[src/rtl/compuerta_tiempo_muerto_if.sv]
// Bundle carrying the raw SPWM requests, enable/fault control and the guarded
// H-bridge gate drives between the PWM source and the dead-time guard.
interface compuerta_tiempo_muerto_if;
    logic       pwm_Pos;
    logic       pwm_Neg;
    logic       enable;
    logic       fault_clr;
    logic       gate_P;
    logic       gate_N;
    logic       fault;
    logic [7:0] fault_cnt;

    modport master (
        output pwm_Pos, pwm_Neg, enable, fault_clr,
        input  gate_P, gate_N, fault, fault_cnt
    );

    modport slave (
        input  pwm_Pos, pwm_Neg, enable, fault_clr,
        output gate_P, gate_N, fault, fault_cnt
    );
endinterface

[src/rtl/compuerta_tiempo_muerto.sv]
// Dead-time / shoot-through guard between the SPWM generators and the H-bridge:
// gate_P drives Q1+Q4, gate_N drives Q2+Q3, never both, with DEAD_T+1 clocks off between conductions.
module compuerta_tiempo_muerto #(
    parameter int DEAD_T = 50,
    parameter int CNT_W  = 8
) (
    input  logic                         clock,
    input  logic                         reset,
    compuerta_tiempo_muerto_if.slave     bus
);

    typedef enum logic [1:0] {
        IDLE  = 2'd0,
        ON_P  = 2'd1,
        ON_N  = 2'd2,
        FAULT = 2'd3
    } state_t;

    localparam logic [CNT_W-1:0] DT_MAX = DEAD_T[CNT_W-1:0];

    state_t           r_state;
    logic [CNT_W-1:0] r_dt_cnt;
    logic             r_P;
    logic             r_N;
    logic             r_gate_P;
    logic             r_gate_N;
    logic             r_fault;
    logic [7:0]       r_fault_cnt;
    logic             w_both;

    function automatic logic [7:0] sat_inc8(input logic [7:0] v);
        return (v == 8'hFF) ? v : v + 8'd1;
    endfunction

    assign w_both        = r_P & r_N;
    assign bus.gate_P    = r_gate_P;
    assign bus.gate_N    = r_gate_N;
    assign bus.fault     = r_fault;
    assign bus.fault_cnt = r_fault_cnt;

    // Input register: the FSM only ever looks at these sampled copies.
    always_ff @(posedge clock) begin
        if (reset) begin
            r_P <= 1'b0;
            r_N <= 1'b0;
        end else begin
            r_P <= bus.pwm_Pos;
            r_N <= bus.pwm_Neg;
        end
    end

    // Guard FSM; gate and fault registers are loaded with the decode of the next state.
    always_ff @(posedge clock) begin
        if (reset) begin
            r_state     <= IDLE;
            r_dt_cnt    <= '0;
            r_gate_P    <= 1'b0;
            r_gate_N    <= 1'b0;
            r_fault     <= 1'b0;
            r_fault_cnt <= 8'd0;
        end else begin
            case (r_state)
                IDLE: begin
                    if (w_both) begin
                        r_state     <= FAULT;
                        r_fault     <= 1'b1;
                        r_fault_cnt <= sat_inc8(r_fault_cnt);
                        r_dt_cnt    <= '0;
                    end else if (!bus.enable) begin
                        r_dt_cnt <= '0;
                    end else if (r_dt_cnt == DT_MAX && r_P) begin
                        r_state  <= ON_P;
                        r_gate_P <= 1'b1;
                        r_dt_cnt <= '0;
                    end else if (r_dt_cnt == DT_MAX && r_N) begin
                        r_state  <= ON_N;
                        r_gate_N <= 1'b1;
                        r_dt_cnt <= '0;
                    end else if (r_dt_cnt != DT_MAX) begin
                        r_dt_cnt <= r_dt_cnt + {{(CNT_W-1){1'b0}}, 1'b1};
                    end else begin
                        r_dt_cnt <= r_dt_cnt;
                    end
                end
                ON_P: begin
                    if (w_both) begin
                        r_state     <= FAULT;
                        r_gate_P    <= 1'b0;
                        r_fault     <= 1'b1;
                        r_fault_cnt <= sat_inc8(r_fault_cnt);
                    end else if (!bus.enable || !r_P) begin
                        r_state  <= IDLE;
                        r_gate_P <= 1'b0;
                        r_dt_cnt <= '0;
                    end else begin
                        r_state <= ON_P;
                    end
                end
                ON_N: begin
                    if (w_both) begin
                        r_state     <= FAULT;
                        r_gate_N    <= 1'b0;
                        r_fault     <= 1'b1;
                        r_fault_cnt <= sat_inc8(r_fault_cnt);
                    end else if (!bus.enable || !r_N) begin
                        r_state  <= IDLE;
                        r_gate_N <= 1'b0;
                        r_dt_cnt <= '0;
                    end else begin
                        r_state <= ON_N;
                    end
                end
                FAULT: begin
                    // Clearing is refused while either request is still asserted.
                    if (bus.fault_clr && !r_P && !r_N) begin
                        r_state  <= IDLE;
                        r_fault  <= 1'b0;
                        r_dt_cnt <= '0;
                    end else begin
                        r_state <= FAULT;
                    end
                end
                default: begin
                    r_state  <= IDLE;
                    r_gate_P <= 1'b0;
                    r_gate_N <= 1'b0;
                    r_fault  <= 1'b0;
                    r_dt_cnt <= '0;
                end
            endcase
        end
    end

endmodule

[src/flat_wrapper.sv]
// flat-port wrapper written by rule: the top's interface ports become plain ports
module compuerta_tiempo_muerto_flat 
#(
    parameter int DEAD_T = 50,
    parameter int CNT_W  = 8
)
  (clock, reset, bus_pwm_Pos, bus_pwm_Neg, bus_enable, bus_fault_clr, bus_gate_P, bus_gate_N, bus_fault, bus_fault_cnt);
  compuerta_tiempo_muerto_if bus_i ();
  input  logic clock;
  input  logic reset;
  input wire logic [$bits(bus_i.pwm_Pos)-1:0] bus_pwm_Pos;
  input wire logic [$bits(bus_i.pwm_Neg)-1:0] bus_pwm_Neg;
  input wire logic [$bits(bus_i.enable)-1:0] bus_enable;
  input wire logic [$bits(bus_i.fault_clr)-1:0] bus_fault_clr;
  output wire logic [$bits(bus_i.gate_P)-1:0] bus_gate_P;
  output wire logic [$bits(bus_i.gate_N)-1:0] bus_gate_N;
  output wire logic [$bits(bus_i.fault)-1:0] bus_fault;
  output wire logic [$bits(bus_i.fault_cnt)-1:0] bus_fault_cnt;
  assign bus_i.pwm_Pos = bus_pwm_Pos;
  assign bus_i.pwm_Neg = bus_pwm_Neg;
  assign bus_i.enable = bus_enable;
  assign bus_i.fault_clr = bus_fault_clr;
  assign bus_gate_P = bus_i.gate_P;
  assign bus_gate_N = bus_i.gate_N;
  assign bus_fault = bus_i.fault;
  assign bus_fault_cnt = bus_i.fault_cnt;
  compuerta_tiempo_muerto #(.DEAD_T(DEAD_T), .CNT_W(CNT_W)) u_core (.clock(clock), .reset(reset), .bus(bus_i));
endmodule
[config.mk]
export PLATFORM = sky130hd
export DESIGN_NAME = compuerta_tiempo_muerto_flat
export DESIGN_NICKNAME = d
export VERILOG_FILES = /design/src/rtl/compuerta_tiempo_muerto_if.sv /design/src/rtl/compuerta_tiempo_muerto.sv /design/src/flat_wrapper.sv
export SDC_FILE = /design/constraint.sdc
export NUM_CORES = 1
export LEC_CHECK = 0
export ABC_AREA = 0
export CORE_AREA = 2 2 51 53
export CTS_BUF_LIST = sky130_fd_sc_hd__clkbuf_8
export CTS_CLUSTER_DIAMETER = 60
export DETAILED_ROUTE_END_ITERATION = 12
export DIE_AREA = 0 0 53 55
export GPL_ROUTABILITY_DRIVEN = 0
export PLACE_DENSITY = 0.77
export SYNTH_ARGS = -nofsm -noshare
export SYNTH_HDL_FRONTEND = slang
export SYNTH_SLANG_ARGS = --single-unit
[constraint.sdc]
create_clock -name clock -period 4.5 [get_ports clock]
set_clock_uncertainty 0.05 [all_clocks]
set_input_delay 0.675 -clock clock [delete_from_list [all_inputs] [get_ports clock]]
set_output_delay 0.675 -clock clock [all_outputs]
set_load 0.01 [all_outputs]
==> results.md <==
* Startpoint Class: input port
* Synth Area per Inst at 8.67 sq um
* Htree depth at 1
* WP data required at 4.60 ns
* CORE AREA at 2360 sq um
* Fillers at 201
* Number of synthesized flops with an enable pin at 0
* CTS tree: done
* Fin cells at 191
* Wire per inst at 13.8 um
* Chip height at 55 um
* Cell Area, Synth at 1290 sq um
* Num rows at 18
* Initial antenna violation count at 0
* Nature of the critical path endpoint: flop
* Flop and latch count out of synthesis at 23
* Post-CTS Hold Fix Bufs at 0
* N_diodes at 0
* Worst VDD drop at 0.197 mV
* Inst Count DP at 187
* Hold Worst Slack at 0.449 ns
* Max-slew headroom at 0.582
* Worst setup path end: u_core.r_dt_cnt[0]
* Ys flop type: dfxtp_1
* Fin crit period at 2.26 ns
* Final Setup Violations at 0
* Layout area overhead at 15.5%
* Largest net degree at the start of global routing at 19
* Root buffer cell: clkbuf_8
* WP buf/inv at 2
* Fmax at 442 MHz
* Tightest Hold Check Type: reg2reg
* Die width at 53 um
* Kind of critical path: in2reg
* Area leader, netlist: dfxtp_1
* Pins Over Slew Limit at 0
* Synth cell types at 46
* Sequential cell area fraction in the yosys report at 0.357
* Worst setup path start: reset
* Port bufs at 16
* Power Dens Cells at 244 nW/um^2
* FF-to-FF End: u_core.r_dt_cnt[0]
* Multi-input gate area at 773 sq um
* Worst r2r path cells at 5
* Worst slew pin tran at 0.625 ns
* GRT Total Usage at 0.210
* Critical Path Max Stage Delay at 0.87 ns
* Crit-path max FO at 18
* Clock edge transition at the registers on the reported setup and hold paths at 0.08 ns
* CTS resizes at 0
* Fin Setup TNS at 0 ns
* Register area at 460 sq um
* Synth warnings at 0
* Pleak at 0.491 nW
* Detailed-route via count at 1136
* CTS Buf Count at 3
* Postcts setup bufs at 0
* Skew-Pair Late Insertion Delay at 0.26 ns
* RSZ-0062 raised after global routing: false
* Worst r2r src: u_core.r_N
* Final period util at 0.503
* Initial drt markers at 32
* Number of remaining DRC errors at 0
* Die area at 2920 sq um
* Crit path depth at 5
* GRT Residual Overflow at 0
* Initial DRT Pass Iterations at 4
* Outcome: complete, no violations
* Final #Nets at 171
* Syn nets at 158
* Clock buffer depth at 2
* Layout cell share with drive strength beyond 1 at 0.106
* Crit path cell chain: clkdlybuf4s50_1, inv_1, o2111ai_4, nor2_2, mux2_4
* Synth top area cells: dfxtp_1 (36%), xnor2_1 (5.4%), nor2_1 (4.7%)
* Antenna-violating nets left at 0
* Ys async rst share at 0
* Post-synth top area share at 0.357
* Critical path arrival at 2.37 ns
* Mapped Cells at 149
* Max-cap violations at 0
* DR vias/cell at 5.95
* R2R Setup Slk at 2.61 ns
* Drt total wl at 2630 um
* Slowest cell on the critical path: clkdlybuf4s50_1
* Worst path top cell family by delay: buffers and inverters
* Vias in the first global route at 1081
* Boundary Pins at 17
* Initial core utilization at 0.546
* First-pass GRT wire length at 4550 um
* Clk sinks at 23
* DP HPWL at 1930 um
* Final hold vios at 0
[final cells by class]
class / instances / area share
Multi-Input combinational cell: 114 / 0.518
Sequential cell: 23 / 0.309
Timing Repair Buffer: 16 / 0.107
Clock buffer: 3 / 0.0277
Tap cell: 30 / 0.0252
Inverter: 4 / 0.0101
Clock inverter: 1 / 0.00252
[per-stage QoR]
stage / total power, W / util / area, sq um / setup WS (ns)
6_report: 0.000364 / 0.631 / 1490 / 2.24
4_1_cts: 0.000368 / 0.631 / 1490 / 2.25
3_3_place_gp: 0.000244 / 0.612 / 1450 / 2.00
2_1_floorplan: 0.000236 / - / 1290 / 2.77
3_5_place_dp: 0.000246 / 0.612 / 1450 / 1.97
5_1_grt: 0.000383 / 0.631 / 1490 / 2.10
[state kept, by name, summed over array words and instances (netlist names)]
signal	flops
u_core.bus.fault_cnt	8
u_core.r_dt_cnt	8
u_core.r_state	2
u_core.bus.fault	1
u_core.bus.gate_N	1
u_core.bus.gate_P	1
u_core.r_N	1
u_core.r_P	1
[metal layers]
layer  global-route usage  part of all wire  vias up
met4                0.103             0.017        0
met5                    0                 0        -
met2                0.367              0.49       33
met1                0.255              0.46      533
met3               0.0323             0.034        4
li1                     -                 -      566
[worst min path at each step]
stage	startpoint	end	slack (ns)	cells after the start
after floorplan	u_core.bus.gate_N	u_core.bus.gate_N	0.44	2
after global placement	u_core.bus.gate_N	u_core.bus.gate_N	0.43	2
after detailed placement	u_core.bus.gate_N	u_core.bus.gate_N	0.44	2
after CTS	u_core.bus.gate_N	u_core.bus.gate_N	0.45	2
after global routing	u_core.bus.gate_N	u_core.bus.gate_N	0.50	2
final	u_core.bus.gate_N	u_core.bus.gate_N	0.45	2
[power by group]
group / internal, W / leakage (nW) / total, W / switching [W]
Clock: 0.0000608 / 0.0269 / 0.000123 / 0.0000623
Combinational: 0.0000138 / 0.278 / 0.0000287 / 0.0000150
Sequential: 0.000206 / 0.186 / 0.000212 / 0.00000630
Total: 0.000281 / 0.491 / 0.000364 / 0.0000836
[tightest hold or removal path, cell delays in order (launching register included)]
cell and delay [ns]:
dfxtp_1 0.31, o21ai_0 0.07, a21oi_1 0.07
[Yosys cell counts, drive strengths merged, types with 2 or more instances]
master  instances
a21oi           7
a22oi           2
a31o            3
a31oi           4
and2            3
buf             5
clkbuf          3
dfxtp          23
ha              3
inv             4
nand2          11
nand2b          2
nand3           7
nand4           4
nor2           18
nor2b           3
nor3            6
nor4            2
nor4b           3
o21a            2
o21ai           8
o22ai           4
xnor2           8
[placed cells by master, fill, tap and decap left out, types with 5 or more instances in the layout]
| master | netlist | layout |
|---|---|---|
| nor3_1 | 6 | 6 |
| o21ai_0 | 7 | 7 |
| nor2_1 | 16 | 16 |
| xnor2_1 | 8 | 8 |
| nand2_1 | 11 | 11 |
| clkdlybuf4s50_1 | 0 | 16 |
| a21oi_1 | 7 | 7 |
| nand3_1 | 6 | 6 |
| inv_1 | 4 | 5 |
| dfxtp_1 | 23 | 23 |
[kinds of logic after synthesis]
group / Yosys count / synth area share
AND/OR/NAND/NOR: 63 / 0.279
AO/OA/AOI/OAI: 39 / 0.225
flip-flops: 23 / 0.357
buffers and inverters: 12 / 0.0446
XOR/XNOR: 8 / 0.0543
adder cells (fa/ha/maj): 3 / 0.0291
multiplexers: 1 / 0.0116
No activity file was read; power rests on OpenSTA's default activity.
